## config.mk

```make
export PLATFORM = sky130hd
export DESIGN_NAME = fetch_unit
export DESIGN_NICKNAME = d
export VERILOG_FILES = /design/src/rtl/fetch_unit.sv
export SDC_FILE = /design/constraint.sdc
export NUM_CORES = 1
export LEC_CHECK = 0
export BUFFER_PORTS_ARGS = -buffer_cell sky130_fd_sc_hd__buf_4
export CAP_MARGIN = 15
export CORE_ASPECT_RATIO = 0.7
export CORE_MARGIN = 5
export CORE_UTILIZATION = 48
export CTS_CLUSTER_DIAMETER = 50
export DETAILED_ROUTE_END_ITERATION = 16
export GPL_ROUTABILITY_DRIVEN = 0
export GPL_TIMING_DRIVEN = 0
export PLACE_DENSITY = 0.8
export SETUP_SLACK_MARGIN = 0.1
export SYNTH_ARGS = -nofsm -noshare
export SYNTH_HDL_FRONTEND = slang
export SYNTH_SLANG_ARGS = --single-unit
```

## constraint.sdc

```tcl
create_clock -name clk_i -period 2.2 [get_ports clk_i]
set_clock_uncertainty 0.2 [all_clocks]
set_input_delay 0.22 -clock clk_i [delete_from_list [all_inputs] [get_ports clk_i]]
set_output_delay 0.22 -clock clk_i [all_outputs]
set_load 0.02 [all_outputs]
```

## src/rtl/fetch_unit.sv

```systemverilog
// Instruction-fetch stage: PC, single-outstanding imem reads and the
// instruction register that feeds decode.
module fetch_unit #(
    parameter int unsigned           ADDR_WIDTH = 32,
    parameter logic [ADDR_WIDTH-1:0] RESET_PC   = '0,
    parameter logic [31:0]           NOP_INSTR  = 32'h0000_0013
) (
    input  logic                  clk_i,
    input  logic                  rst_n_i,
    input  logic                  branch_i,
    input  logic                  jump_i,
    input  logic                  zero_i,
    input  logic [ADDR_WIDTH-1:0] target_i,
    input  logic                  stall_i,
    output logic                  imem_req_o,
    output logic [ADDR_WIDTH-1:0] imem_addr_o,
    input  logic                  imem_rvalid_i,
    input  logic [31:0]           imem_rdata_i,
    output logic [31:0]           instr_o,
    output logic [6:0]            op_o,
    output logic [ADDR_WIDTH-1:0] pc_o,
    output logic [ADDR_WIDTH-1:0] pc_plus4_o,
    output logic                  instr_valid_o
);

    localparam logic [ADDR_WIDTH-1:0] PC_STEP = ADDR_WIDTH'(4);

    typedef enum logic [1:0] {
        ST_REQ,
        ST_WAIT,
        ST_DISCARD
    } state_t;

    state_t                  r_state;
    state_t                  w_state_nxt;
    logic [ADDR_WIDTH-1:0]   r_fetch_pc;
    logic [ADDR_WIDTH-1:0]   w_fetch_pc_nxt;
    logic [ADDR_WIDTH-1:0]   r_pc;
    logic [31:0]             r_instr;
    logic                    r_valid;
    logic                    w_redirect;
    logic                    w_slot_free;
    logic                    w_req;
    logic                    w_accept;
    logic [ADDR_WIDTH-1:0]   w_target;
    logic [ADDR_WIDTH-1:0]   w_pc_inc;
    logic                    w_unused;

    assign w_redirect  = jump_i | (branch_i & zero_i);
    assign w_target    = {target_i[ADDR_WIDTH-1:2], 2'b00};
    assign w_slot_free = !r_valid | !stall_i;
    assign w_pc_inc    = r_fetch_pc + PC_STEP;
    assign w_unused    = ^target_i[1:0];

    always_comb begin
        w_state_nxt    = r_state;
        w_fetch_pc_nxt = r_fetch_pc;
        w_req          = 1'b0;
        w_accept       = 1'b0;
        unique case (r_state)
            ST_REQ: begin
                if (w_redirect) begin
                    w_fetch_pc_nxt = w_target;
                end else if (w_slot_free) begin
                    w_req       = 1'b1;
                    w_state_nxt = ST_WAIT;
                end
            end
            ST_WAIT: begin
                if (w_redirect) begin
                    w_fetch_pc_nxt = w_target;
                    w_state_nxt    = imem_rvalid_i ? ST_REQ : ST_DISCARD;
                end else if (imem_rvalid_i) begin
                    w_accept       = 1'b1;
                    w_fetch_pc_nxt = w_pc_inc;
                    w_state_nxt    = ST_REQ;
                end
            end
            ST_DISCARD: begin
                if (w_redirect) begin
                    w_fetch_pc_nxt = w_target;
                end
                if (imem_rvalid_i) begin
                    w_state_nxt = ST_REQ;
                end
            end
            default: begin
                w_state_nxt = ST_REQ;
            end
        endcase
    end

    always_ff @(posedge clk_i or negedge rst_n_i) begin
        if (!rst_n_i) begin
            r_state    <= ST_REQ;
            r_fetch_pc <= RESET_PC;
        end else begin
            r_state    <= w_state_nxt;
            r_fetch_pc <= w_fetch_pc_nxt;
        end
    end

    // Flush beats load beats hold; an accepted response always finds the slot empty.
    always_ff @(posedge clk_i or negedge rst_n_i) begin
        if (!rst_n_i) begin
            r_instr <= NOP_INSTR;
            r_pc    <= RESET_PC;
            r_valid <= 1'b0;
        end else if (w_redirect) begin
            r_instr <= NOP_INSTR;
            r_valid <= 1'b0;
        end else if (w_accept) begin
            r_instr <= imem_rdata_i;
            r_pc    <= r_fetch_pc;
            r_valid <= 1'b1;
        end else if (r_valid && !stall_i) begin
            r_instr <= NOP_INSTR;
            r_valid <= 1'b0;
        end
    end

    assign imem_req_o    = w_req & rst_n_i;
    assign imem_addr_o   = r_fetch_pc;
    assign instr_o       = r_instr;
    assign op_o          = r_instr[6:0];
    assign pc_o          = r_pc;
    assign pc_plus4_o    = r_pc + PC_STEP;
    assign instr_valid_o = r_valid;

endmodule

```

* After elaboration in Yosys (flattened, before gate mapping)
Index checks and enable logic that the tools add are counted.
** Storage, ports and cells
- Output and inout bits :: 137
- Flip-flop bits (word level) :: 99
- Logic and storage cells :: 50
** Cells by class
- $add $sub $neg :: 2
- Bitwise gates (word level) :: 5
- Equal/unequal tests :: 6
- Reductions and logical operators :: 10
- Multiplexer cells :: 22
** Operators by type and width (count)
- $mux 32 :: 6
- $add 32x3->32 const B :: 2
- $pmux 32 s2 :: 1
- $mux 2 :: 5
- $mux 1 :: 9
- $pmux 2 s3 :: 1
- $ne 2x2->1 const B :: 2
- $reduce_and 2->1 :: 2
- $ne 3x3->1 const B :: 1
- $reduce_and 3->1 :: 1
- $reduce_bool 3->1 :: 1
- $and 1x1->1 :: 2
- $eq 2x1->1 const B :: 1
- $eq 2x2->1 const B :: 1
- $logic_not 1->1 :: 2
- $logic_not 2->1 :: 1
- $ne 2x1->1 const B :: 1
- $or 1x1->1 :: 2
- $reduce_bool 2->1 :: 1
- $reduce_or 2->1 :: 1
- $logic_and 1x1->1 :: 1
- $not 1->1 :: 1

* Logic depth before layout (Yosys ltp)
- Depth in word-level cells :: 6
- Mapped depth :: 8
- Depth with buffers taken out :: 6

* Worst setup path before layout
Ideal clock, no wire load.
- Kind :: register to output
- From :: register r_pc[4], in the netlist pc_o[4]
- To :: output port pc_plus4_o[27]
- Slack :: -0.206 ns
- Required time :: 1.780 ns
- Arrival time :: 1.986 ns
- Cell stages (with the launch flop) :: 7
- Cells stage by stage :: dfrtp_1 clkbuf_1 nand3_1 nor4_4 nand4_1 nor2_1 xor2_1
** On the way
- Longest elaborated chain between the ends :: 1
** Ends and longest elaborated chain
- from (decl) :: RTL line 38 : logic [ADDR_WIDTH-1:0] r_pc;
- from (signal assigned) :: RTL line 114 : r_pc <= r_fetch_pc;
- $add 32x3->32 :: RTL line 127 : assign pc_plus4_o = r_pc + PC_STEP;
- to (decl) :: RTL line 22 : output logic [ADDR_WIDTH-1:0] pc_plus4_o,
No other way between the ends.

* Worst setup path after layout
- From :: register r_pc[3], in the netlist pc_o[3]
- To :: output port pc_plus4_o[22]
Same word-level chain as after synthesis.

==> impl_metrics.csv <==
group,metric,value,unit
clock_tree,numCtsBuffers,9,
global_routing,grt_pass1_wl,27.7,mm
power_and_ir_drop,p_leak,3.97,nW
yosys,synth_adder_area_share,0.00507,
placement,port_buffers,199,
clock_tree,clk_latency,0.35,ns
setup_path,arrival,2.12,ns
power_and_ir_drop,switchingPower,0.00258,W
sta,drv_slew,0,
placement,dp_cells,889,
route,drt-vias-per-instance,5.74,
setup_path,path_max_fanout,3,
yosys,synthFlopType,"dfrtp_1",
yosys,synth-async-reset-ratio,1.00,
floorplanning,fp.dieH,94.8,um
power_and_ir_drop,p_clk_frac,0.240,
floorplanning,ios,208,
cells_and_area,instances_no_fill,991,
clock_tree,cts.path.max_buffers,2,
yosys,synth_area_per_cell,8.93,um^2
sta,worst_slew_pin_slew,0.869,ns
setup_path,timing.critical_path.from_type,"flop",
sta,fmax,393,MHz
global_routing,grt_antenna_before_repair,0,
cells_and_area,area_delta_synth_final,64.1,%
route,firstDrtPassIters,6,
sta,fin_crit,2.54,ns
yosys,synthSimpleGateAreaFrac,0.239,
yosys,synth_xor_area_frac,0.0497,
power_and_ir_drop,power_frac_comb,0.396,
cells_and_area,n_antenna_cell,0,
yosys,synth_cell_types,51,
sta,fin_crit_sh,1.16,
route,routedWlPerCell,18.6,um
clock_tree,cts_sinks,95,
clock_tree,clkTransAtPathRegs,0.07,ns
clock_tree,cts_htree_levels,3,
floorplanning,design.core.area,0.0102,mm^2
sta,finalHoldViolCount,92,
route,drtIter0Drc,747,
setup_path,critPathCaptureType,"primary output",
global_routing,grt_max_degree,97,
cells_and_area,nNetsFinal,927,
cells_and_area,layout-drive-gt1-share,0.431,
yosys,synth_top_family_by_area,"simple AND/OR/NAND/NOR gates",
cells_and_area,final_cell_area,0.00810,mm^2
setup_path,crit_start,"pc_o[3]",
clock_tree,cts_tree,"built",
setup_path,rr_startpoint,"r_state[0]",
yosys,synth_compound_area_frac,0.169,
power_and_ir_drop,internal-power,0.00430,W
yosys,synth-edff-count,0,
global_routing,grt-ovfl-total,0,
route,via_count,5686,
sta,relSlewSlack,0.420,
floorplanning,rows,31,
floorplanning,die_x,131,um
placement,place_ws,-0.355,ns
route,ant_nets,0,
clock_tree,root_buffer,"clkbuf_16",
outcome,status,"complete, but fails checks",
cells_and_area,final_common_cell,"buf_4",
cells_and_area,num-fill-cells,642,
placement,hpwl,12.2,mm
setup_path,required,1.78,ns
power_and_ir_drop,seqPwrFrac,0.364,
route,wirelength,18.4,mm
yosys,syn_inst,553,
power_and_ir_drop,ir_worst_vdd,0.000522,V
yosys,synth.yosys.seq_area_share,0.482,
power_and_ir_drop,powerDensity,848,mW/mm^2
job,drv_cap,0,
setup_path,path_class,"flop to primary output",
yosys,netlist_area,0.00494,mm^2
global_routing,first_global_vias,5467,
route,drc,0,
yosys,synth-seq-cells,95,
yosys,synthMuxAreaShare,0.00608,
power_and_ir_drop,switching_share,0.375,
floorplanning,dieArea,0.0124,mm^2
outcome,violations,"hold timing, setup timing",
floorplanning,initial_utilization,0.484,
sta,setup_viol,21,
clock_tree,cts_hold_buf,44,
setup_path,r2r.worst_path.cells,6,
sta,timing.final.ws_setup,-0.344,ns
placement,placed_cell_area,0.00670,mm^2
sta,hold_ws,-0.271,ns
yosys,ys_warn_count,0,
hold_path,hold_class,"input port to asynchronous set/reset pin",
cells_and_area,layout_common_cells,"246 x buf_4, 127 x nand2_1, 69 x dfrtp_1",
global_routing,grt_use_total,0.276,
sta,rsz0062_at_grt,"yes",
-- metrics by stage --
stage	util	power [W]	hold WS, ns	setup TNS, ns
finish	0.794	0.00687	-0.271	-5.43
global route	0.794	0.00717	-0.172	-7.41
CTS	0.765	0.00667	-0.202	-4.33
detailed placement	0.657	0.00484	0.203	-10.72
global placement	0.657	0.00477	0.198	-4.93
floorplan	-	0.00370	-0.276	0
-- worst max-delay path, stage by stage (launching register included) --
cell     delay [ns]
dfrtp_2        0.41
ha_4           0.14
nand4_1        0.22
nor3_4         0.33
nand3_2        0.19
nor2_2         0.19
xor2_2         0.14
buf_4          0.15
-- final cells by class --
type | count | area (um^2) | area share
Timing Repair Buffer | 285 | 2300 | 0.283
Clock inverter | 4 | 70.1 | 0.00865
Multi-Input combinational cell | 414 | 2620 | 0.324
Sequential cell | 95 | 2410 | 0.297
Buffer | 45 | 288 | 0.0355
Clock buffer | 12 | 236 | 0.0292
Tap cell | 132 | 165 | 0.0204
Inverter | 4 | 15.0 | 0.00185
-- synth_stat cells, types with 3 or more instances --
cell type	instances	share of area
nor2_1	37	0.028
a311oi_1	4	0.0071
dfstp_2	3	0.016
a31oi_1	4	0.0051
a32oi_1	3	0.0053
a21oi_1	30	0.030
a22o_1	30	0.053
nor3_1	13	0.013
nand3b_1	3	0.0046
clkbuf_1	23	0.017
xnor2_1	19	0.034
nand4_1	16	0.020
buf_1	6	0.0046
nor4_1	4	0.0051
and3_1	9	0.011
inv_1	4	0.0030
nand2_1	137	0.10
o22ai_1	9	0.011
a2bb2oi_1	4	0.0071
o21ai_0	18	0.018
dfrtp_1	92	0.47
xor2_1	9	0.016
buf_4	13	0.020
nand3_1	21	0.021
o22a_1	6	0.011
mux2i_1	3	0.0061
-- final timing paths --
check / endpoint / slack (ns)
setup reg to reg: imem_addr_o[11] / 0.14
hold / removal: instr_o[5] / -0.27
hold reg to reg: instr_o[19] / 0.31
setup / recovery: pc_plus4_o[22] / -0.34
min in group clk_i: imem_addr_o[21] / 0.01
max in group asynchronous: imem_addr_o[6] / 1.40
-- flip-flops by register name, indices dropped and copies added, names as in the netlist --
signal and flops:
instr_valid_o 1, r_state 2, instr_o 32, pc_o 30
imem_addr_o 30
-- power by group through the flow --
stage	Clock [W]	Combinational [W]	Sequential, W
final	0.00165	0.00272	0.00250
after global routing	0.00172	0.00290	0.00255
after CTS	0.00165	0.00253	0.00249
after detailed placement	0	0.00232	0.00252
after global placement	0	0.00227	0.00250
after floorplan	0	0.000944	0.00276
-- repair_timing --
item,4_1_cts,5_1_grt
gates resized for setup,51,67
pin swaps,16,13
setup buffers,22,20
endpoints found under the hold margin,137,92
setup endpoints to repair,112,102
-- metal layers --
layer  global-route usage  part of all wire  vias to the layer above
met3               0.0666             0.093                       56
met5                    0                 0                        -
met2                0.466              0.50                      340
met1                0.345              0.38                     2741
li1                     -                 -                     2549
met4                0.109             0.028                        0
-- logic make-up after synthesis --
kind of cell	after synthesis
simple gates	255
compound gates	120
buf+inv	49
xor+xnor	28
mux	3
fa+ha+maj	2
other cells	1
flops	95
(Power assumes the default switching activity.)
